==> src/rtl/fifo_word_packer.sv <==
// Drains bytes from the 8-bit buffer FIFO and packs PACK bytes little-endian into one word.
// The word is offered on a valid/ready handshake; flush pushes out a partially filled word.

module fifo_word_packer_lane #(
    parameter int DATA_W = 8
) (
    input  logic              clk,
    input  logic              rst,
    input  logic              clr,
    input  logic              we,
    input  logic [DATA_W-1:0] d,
    output logic [DATA_W-1:0] q
);
    always_ff @(posedge clk) begin
        if (rst || clr) q <= '0;
        else if (we)    q <= d;
    end
endmodule

module fifo_word_packer #(
    parameter int DATA_W = 8,
    parameter int PACK   = 4,
    parameter int CNT_W  = $clog2(PACK) + 1
) (
    input  logic                     clk,
    input  logic                     rst,
    input  logic [DATA_W-1:0]        buf_out,
    input  logic                     buf_empty,
    output logic                     rd_en,
    input  logic                     flush,
    output logic [DATA_W*PACK-1:0]   word_data,
    output logic [CNT_W-1:0]         word_bytes,
    output logic                     word_valid,
    input  logic                     word_ready,
    output logic                     busy
);
    typedef enum logic {FILL, HOLD} state_t;

    localparam logic [CNT_W:0] PACK_W = (CNT_W+1)'(PACK);

    state_t                   state, state_nxt;
    logic [CNT_W-1:0]         cnt;
    logic                     inflight;
    logic                     flush_pend;
    logic [PACK-1:0][DATA_W-1:0] lane;
    logic                     hs;
    logic                     cap_full;
    logic                     flush_now;
    logic                     emit_flush;
    logic [CNT_W:0]           fill_lvl;

    always_comb begin
        state_nxt  = state;
        hs         = word_valid && word_ready;
        fill_lvl   = {1'b0, cnt} + (CNT_W+1)'(inflight);
        cap_full   = inflight && (fill_lvl == PACK_W);
        // a flush that will actually do something; it also stalls reads in its own cycle
        flush_now  = flush && (state == FILL) && (cnt != '0 || inflight);
        emit_flush = (state == FILL) && !inflight && (flush_pend || flush_now);
        rd_en      = !rst && (state == FILL) && !buf_empty && (fill_lvl < PACK_W)
                     && !flush_pend && !flush_now;
        case (state)
            FILL: if (cap_full || emit_flush) state_nxt = HOLD;
            HOLD: if (hs) state_nxt = FILL;
            default: state_nxt = FILL;
        endcase
    end

    always_ff @(posedge clk) begin
        if (rst) begin
            state      <= FILL;
            cnt        <= '0;
            inflight   <= 1'b0;
            flush_pend <= 1'b0;
            word_valid <= 1'b0;
            word_bytes <= '0;
        end else begin
            state    <= state_nxt;
            inflight <= rd_en;
            if (hs) begin
                word_valid <= 1'b0;
                cnt        <= '0;
            end else if (inflight) begin
                cnt <= cnt + CNT_W'(1);
                if (cap_full) begin
                    word_valid <= 1'b1;
                    word_bytes <= CNT_W'(PACK);
                end
            end else if (emit_flush) begin
                word_valid <= 1'b1;
                word_bytes <= cnt;
            end
            // flush arriving with a byte in flight waits one cycle for that byte to land
            if (emit_flush)
                flush_pend <= 1'b0;
            else if (flush_now && inflight && !cap_full)
                flush_pend <= 1'b1;
        end
    end

    for (genvar i = 0; i < PACK; i++) begin : g_lane
        fifo_word_packer_lane #(.DATA_W(DATA_W)) u_lane (
            .clk (clk),
            .rst (rst),
            .clr (hs),
            .we  (inflight && (cnt == CNT_W'(i))),
            .d   (buf_out),
            .q   (lane[i])
        );
    end

    assign word_data = lane;
    assign busy      = (cnt != '0) || inflight || word_valid;
endmodule
==> config.mk <==
export PLATFORM = sky130hd
export DESIGN_NAME = fifo_word_packer
export DESIGN_NICKNAME = d
export VERILOG_FILES = /design/src/rtl/fifo_word_packer.sv
export SDC_FILE = /design/constraint.sdc
export NUM_CORES = 1
export LEC_CHECK = 0
export BUFFER_PORTS_ARGS = -buffer_cell sky130_fd_sc_hd__buf_2
export CORE_MARGIN = 2
export CORE_UTILIZATION = 45
export DETAILED_ROUTE_END_ITERATION = 12
export HOLD_SLACK_MARGIN = 0.06
export PLACE_DENSITY = 0.78
export SLEW_MARGIN = 10
export SYNTH_ARGS = -nofsm -noshare
export SYNTH_HDL_FRONTEND = slang
export SYNTH_SLANG_ARGS = --single-unit
==> constraint.sdc <==
create_clock -name clk -period 3.1 [get_ports clk]
set_input_delay 0.62 -clock clk [delete_from_list [all_inputs] [get_ports clk]]
set_output_delay 0.62 -clock clk [all_outputs]
set_load 0.05 [all_outputs]
# --- Word level (Yosys, flattened, before mapping) ---
# Index checks and enable logic that the tools add are counted.
classes:
  add_sub_neg: 2
  order_cmp: 1
  eq_ne: 5
  mux: 9
  bitwise_logic: 2
  reduce_logical: 35
ops:
  columns: ["cell", "n"]
  rows:
  - ["1-bit logical AND", 17]
  - ["3-bit 2-to-1 mux", 3]
  - ["3-bit by 2-bit == test with 1-bit output, second input constant", 2]
  - ["1-bit zero test", 6]
  - ["1-bit logical OR", 5]
  - ["1-bit 2-to-1 mux", 5]
  - ["3-bit by 1-bit adder with 4-bit output", 1]
  - ["4-bit by 3-bit == test with 1-bit output, second input constant", 1]
  - ["4-bit by 3-bit less-than comparator with 1-bit output, second input constant", 1]
  - ["2-bit OR reduction", 2]
  - ["3-bit by 1-bit adder with 3-bit output, second input constant", 1]
  - ["3-bit by 1-bit == test with 1-bit output, second input constant", 1]
  - ["3-bit zero test", 1]
  - ["3-bit AND reduction", 1]
  - ["3-bit nonzero test", 1]
  - ["2-bit by 1-bit inequality test with 1-bit output, second input constant", 1]
  - ["1-bit inverter", 2]
  - ["1-bit case mux with 2 select lines", 1]
  - ["2-bit AND reduction", 1]
  - ["2-bit nonzero test", 1]
totals:
  reg_bits: 42
  input_bits: 13
  output_inout_bits: 38
  word_cells: 64

# --- Depth between registers and ports, before layout ---
logic_depth:
  word_depth: 8
  mapped_depth: 6
  depth_no_buf: 6

# --- Modules after synthesis ---
# From an unflattened synthesis, not the netlist that was laid out.
hier_totals:
  hier_cells: 176
  hier_area_um2: 1828.0
modules_own_cells:
  columns: ["module", "instances", "cells_per_inst", "area_each_um2", "seq_area_each_um2"]
  rows:
  - ["fifo_word_packer_lane", 4, 27, 295.3, 160.2]
  - ["fifo_word_packer", 1, 68, 646.9, 200.2]

# --- Worst setup path after synthesis ---
# Ideal clock, no wire load.
synth_path:
  path_type: "register to output"
  from: "reg cnt[0]"
  to: "out rd_en"
  arrival_time_ns: 2.344
  t_required_ns: 2.480
  path_slack_ns: 0.136
  path_stages_with_launch: 5
  path_buffers: 0
  cell_sequence: "dfxtp_1 > ha_1 > ha_1 > or2_2 > a221oi_1"
synth_via:
  elab_chain_cells: 5
  word_cells_on_any_way: 9
  cone_classes: "1 x add/sub; 1 x order compare; 7 x reduce/logical"
synth_lines:
  columns: ["element", "line", "rtl"]
  rows:
  - ["start: declaration", "42", "logic [CNT_W-1:0] cnt;"]
  - ["start signal: assignment", "84", "cnt <= cnt + CNT_W'(1);"]
  - ["3-bit by 1-bit adder with 4-bit output or 3-bit nonzero test (tied branches)", "55, 58", null]
  - ["4-bit by 3-bit less-than comparator with 1-bit output or 1-bit logical OR (tied branches)", "60, 58", null]
  - ["1-bit logical AND, on equally long branches", "60, 58", null]
  - ["1-bit logical AND or 1-bit zero test (tied branches)", "61", "&& !flush_pend && !flush_now;"]
  - ["1-bit logical AND *", "61", null]
  - ["end: declaration", "29", "output logic rd_en,"]
# Mark *: on every way between the ends. The rest lies on a longest branch, timed or not.

# --- Final worst setup path ---
# Same ends and word-level chain as after synthesis.

==> flow_summary.yaml <==
final_layout:
  fin_nets: 278
  antennaDiodeCount: 0
  final_area_sq_um: 2130
  most_frequent_cells_in_the_layout: "sky130_fd_sc_hd__buf_2, sky130_fd_sc_hd__dfxtp_1, sky130_fd_sc_hd__nand2_1, sky130_fd_sc_hd__a21oi_1, sky130_fd_sc_hd__nand3_1"
  layout_commonest_cell: "sky130_fd_sc_hd__buf_2"
  layout-drive-gt1-share: 0.260
  layout-area-overhead-vs-synth_pct: 20.6
critical_path:
  critPathArrivalTime_ns: 2.07
  timing_worst_setup_path_type: "register to output pin"
  startpoint_type: "register"
  worst_setup_path_end_kind: "output pin"
  worst_path_largest_cell_delay_ns: 0.38
  cp_cell_instances: "ha_1, ha_1, or2_2, a221oi_1, buf_2"
  critical_path.max_fanout: 6
  critical-path-slowest-cell: "sky130_fd_sc_hd__dfxtp_1"
  critical_path.most_common_cell: "sky130_fd_sc_hd__ha_1"
  largest_delay_share_family_worst_path: "adder cells"
  worstPathBufferInverterCount: 1
  timing.critical_path.required_ns: 2.48
clock_network:
  postCtsSetupBuffers: 0
  cts-root-buf: "sky130_fd_sc_hd__clkbuf_8"
  clkTransAtPathRegs_ns: 0.08
  cts_buffers: 5
  cts_resized: 0
  h-tree-depth: 2
  buffer_depth_of_the_longest_clock_path: 2
  tritoncts: "yes"
  cts_hold_buf: 0
  clk_latency_ns: 0.30
  cts.sinks: 42
yosys:
  ys_warn_count: 0
  synth.ff_latch_count: 42
  yosys_top_cell_area_share: 0.476
  synth_area_per_cell_sq_um: 8.37
  syn_area_sq_um: 1770
  yosys-top-cells-area: "sky130_fd_sc_hd__dfxtp_1, sky130_fd_sc_hd__a21oi_1, sky130_fd_sc_hd__nand3_1"
  synth_cell_type_count: 31
  syn_nets: 232
  synth-seq-area-share: 0.476
  netlist.top_cell.by_area: "sky130_fd_sc_hd__dfxtp_1"
  netlist_instances: 211
hold_path:
  hp_class: "register to register"
power_and_ir_drop:
  power.share.clock: 0.250
  cell_internal_pwr_mw: 0.866
  p_comb_frac: 0.311
  power.density_cell_area_nw_per_um2: 660
  power.switching_fraction: 0.384
  power_leakage_nw: 0.900
  finalPower_mw: 1.41
  power.share.sequential: 0.439
  power.switching_mw: 0.540
  maximum_vdd_ir_drop_uv: 305
global_routing:
  grt_start_max_net_pins: 36
  met3_usage: 0.0473
  globalRoute.busiestLayer: "met2"
  grt_antenna_before_repair: 0
  grt_use_met2: 0.319
  grt_overflow_total: 0
  grt_pass1_wl_microns: 6670
  globalRouteMet1Util: 0.267
  total_routing_resource_utilization_after_global_routing: 0.205
  first_global_vias: 1404
timing:
  fin_setup_tns_ns: 0
  finalMaxSlewViolations: 0
  final_worst_path_period_share: 0.869
  worst_pin_slew_ns: 0.447
  clock_skew_ns: 0.0109
  finalSetupViolCount: 0
  post-route-min-period_ns: 2.69
  rsz_0062_raised_after_global_routing: "false"
  fmax_mhz: 371
  final-hold-violation-count: 0
  relSlewSlack: 0.698
floorplanning:
  die_area_sq_um: 4440
  rows: 22
  initial_util: 0.475
  die_height_microns: 66.7
  core_area_sq_um: 3720
  die_w_microns: 66.7
  design.portCount: 51
routing:
  routed-via-count: 1629
  wire_per_inst_microns: 13.5
  drcViolationCount: 0
  antenna_violating_nets_post_route: 0
  routed_wl_microns: 4130
  violation_count_after_the_first_detailed_route_iteration: 128
  vias_per_cell: 5.32
  drt-pass1-iter-count: 4
placed_design:
  place.port_buffers: 50
  gpl.final_weighted_congestion: 0.899
  placedInstanceArea_sq_um: 2040
  hpwl_microns: 2940
run_status:
  outcome: "finished clean"
job:
  drv.max_cap_violation_count: 0
-- power groups by stage --
stage	Combinational, mW	Sequential (mW)	Clock (mW)
final	0.438	0.617	0.351
after global routing	0.475	0.625	0.383
after CTS	0.438	0.618	0.359
after detailed placement	0.438	0.630	0
after global placement	0.431	0.628	0
after floorplan	0.263	0.706	0
-- per-layer routing --
metal	part of all wire	vias up	routed length [microns]
met5	0	-	0
met4	0.025	0	105
met3	0.066	9	271
met2	0.46	52	1920
met1	0.44	754	1840
li1	-	814	-
-- final timing paths --
check                                            from                    end  slack [ns]  cells after the start
worst max-delay path                           cnt[0]                  rd_en        0.41                      5
worst min-delay path            g_lane[0].u_lane.q[0]  g_lane[0].u_lane.q[0]        0.45                      2
worst max register to register                 cnt[0]          word_bytes[2]        1.02                      5
worst min register to register  g_lane[0].u_lane.q[0]  g_lane[0].u_lane.q[0]        0.45                      2
-- sequential cells by signal, summed over array words and instances, names as in the netlist --
register,cells
state,1
flush_pend,1
word_valid,1
cnt,3
inflight,1
g_lane.u_lane.q,32
word_bytes,3
-- synth_stat cells, drive strengths merged --
cell	n
o311ai	1
o41ai	1
inv	7
ha	8
a21oi	34
nand2b	4
or2	2
or3	1
mux2	1
o21a	1
o22ai	1
a211oi	1
and2b	1
nand3	33
mux2i	4
nand4b	1
or4	1
nor2	6
a221oi	2
xnor2	1
buf	6
nand2	39
a2111o	1
dfxtp	42
o21ba	1
clkbuf	7
or2b	1
nor2b	2
o21ai	1
-- area by class of cell --
cell class | instances | area [sq um]
Clock buffer | 5 | 68.8
Tap cell | 48 | 60.1
Sequential cell | 42 | 841
Timing Repair Buffer | 52 | 265
Clock inverter | 3 | 21.3
Inverter | 7 | 26.3
Multi-Input combinational cell | 149 | 848
Fill cell | 368 | 1590
-- tightest hold or removal path: stages, from the launching register on --
cell	delay, ns
sky130_fd_sc_hd__dfxtp_1	0.31
sky130_fd_sc_hd__nand2_1	0.05
sky130_fd_sc_hd__a21oi_1	0.05
-- cell families after synthesis --
family / Yosys count / synth area share
flops: 42 / 0.476
compound gates: 44 / 0.147
simple gates: 91 / 0.241
buf+inv: 20 / 0.0439
mux: 5 / 0.0312
xor+xnor: 1 / 0.00496
fa+ha+maj: 8 / 0.0567
-- stage by stage --
stage / setup slack (ns) / hold slack [ns] / utilization / instances
4_1_cts: 0.426 / 0.455 / 0.573 / 306
3_5_place_dp: 0.690 / 0.443 / 0.549 / 298
5_1_grt: 0.283 / 0.479 / 0.573 / 306
3_3_place_gp: 0.720 / 0.442 / 0.549 / 298
6_report: 0.406 / 0.454 / 0.573 / 306
2_1_floorplan: 0.136 / 0.453 / - / 211
Power figures use the tool's default switching activity.
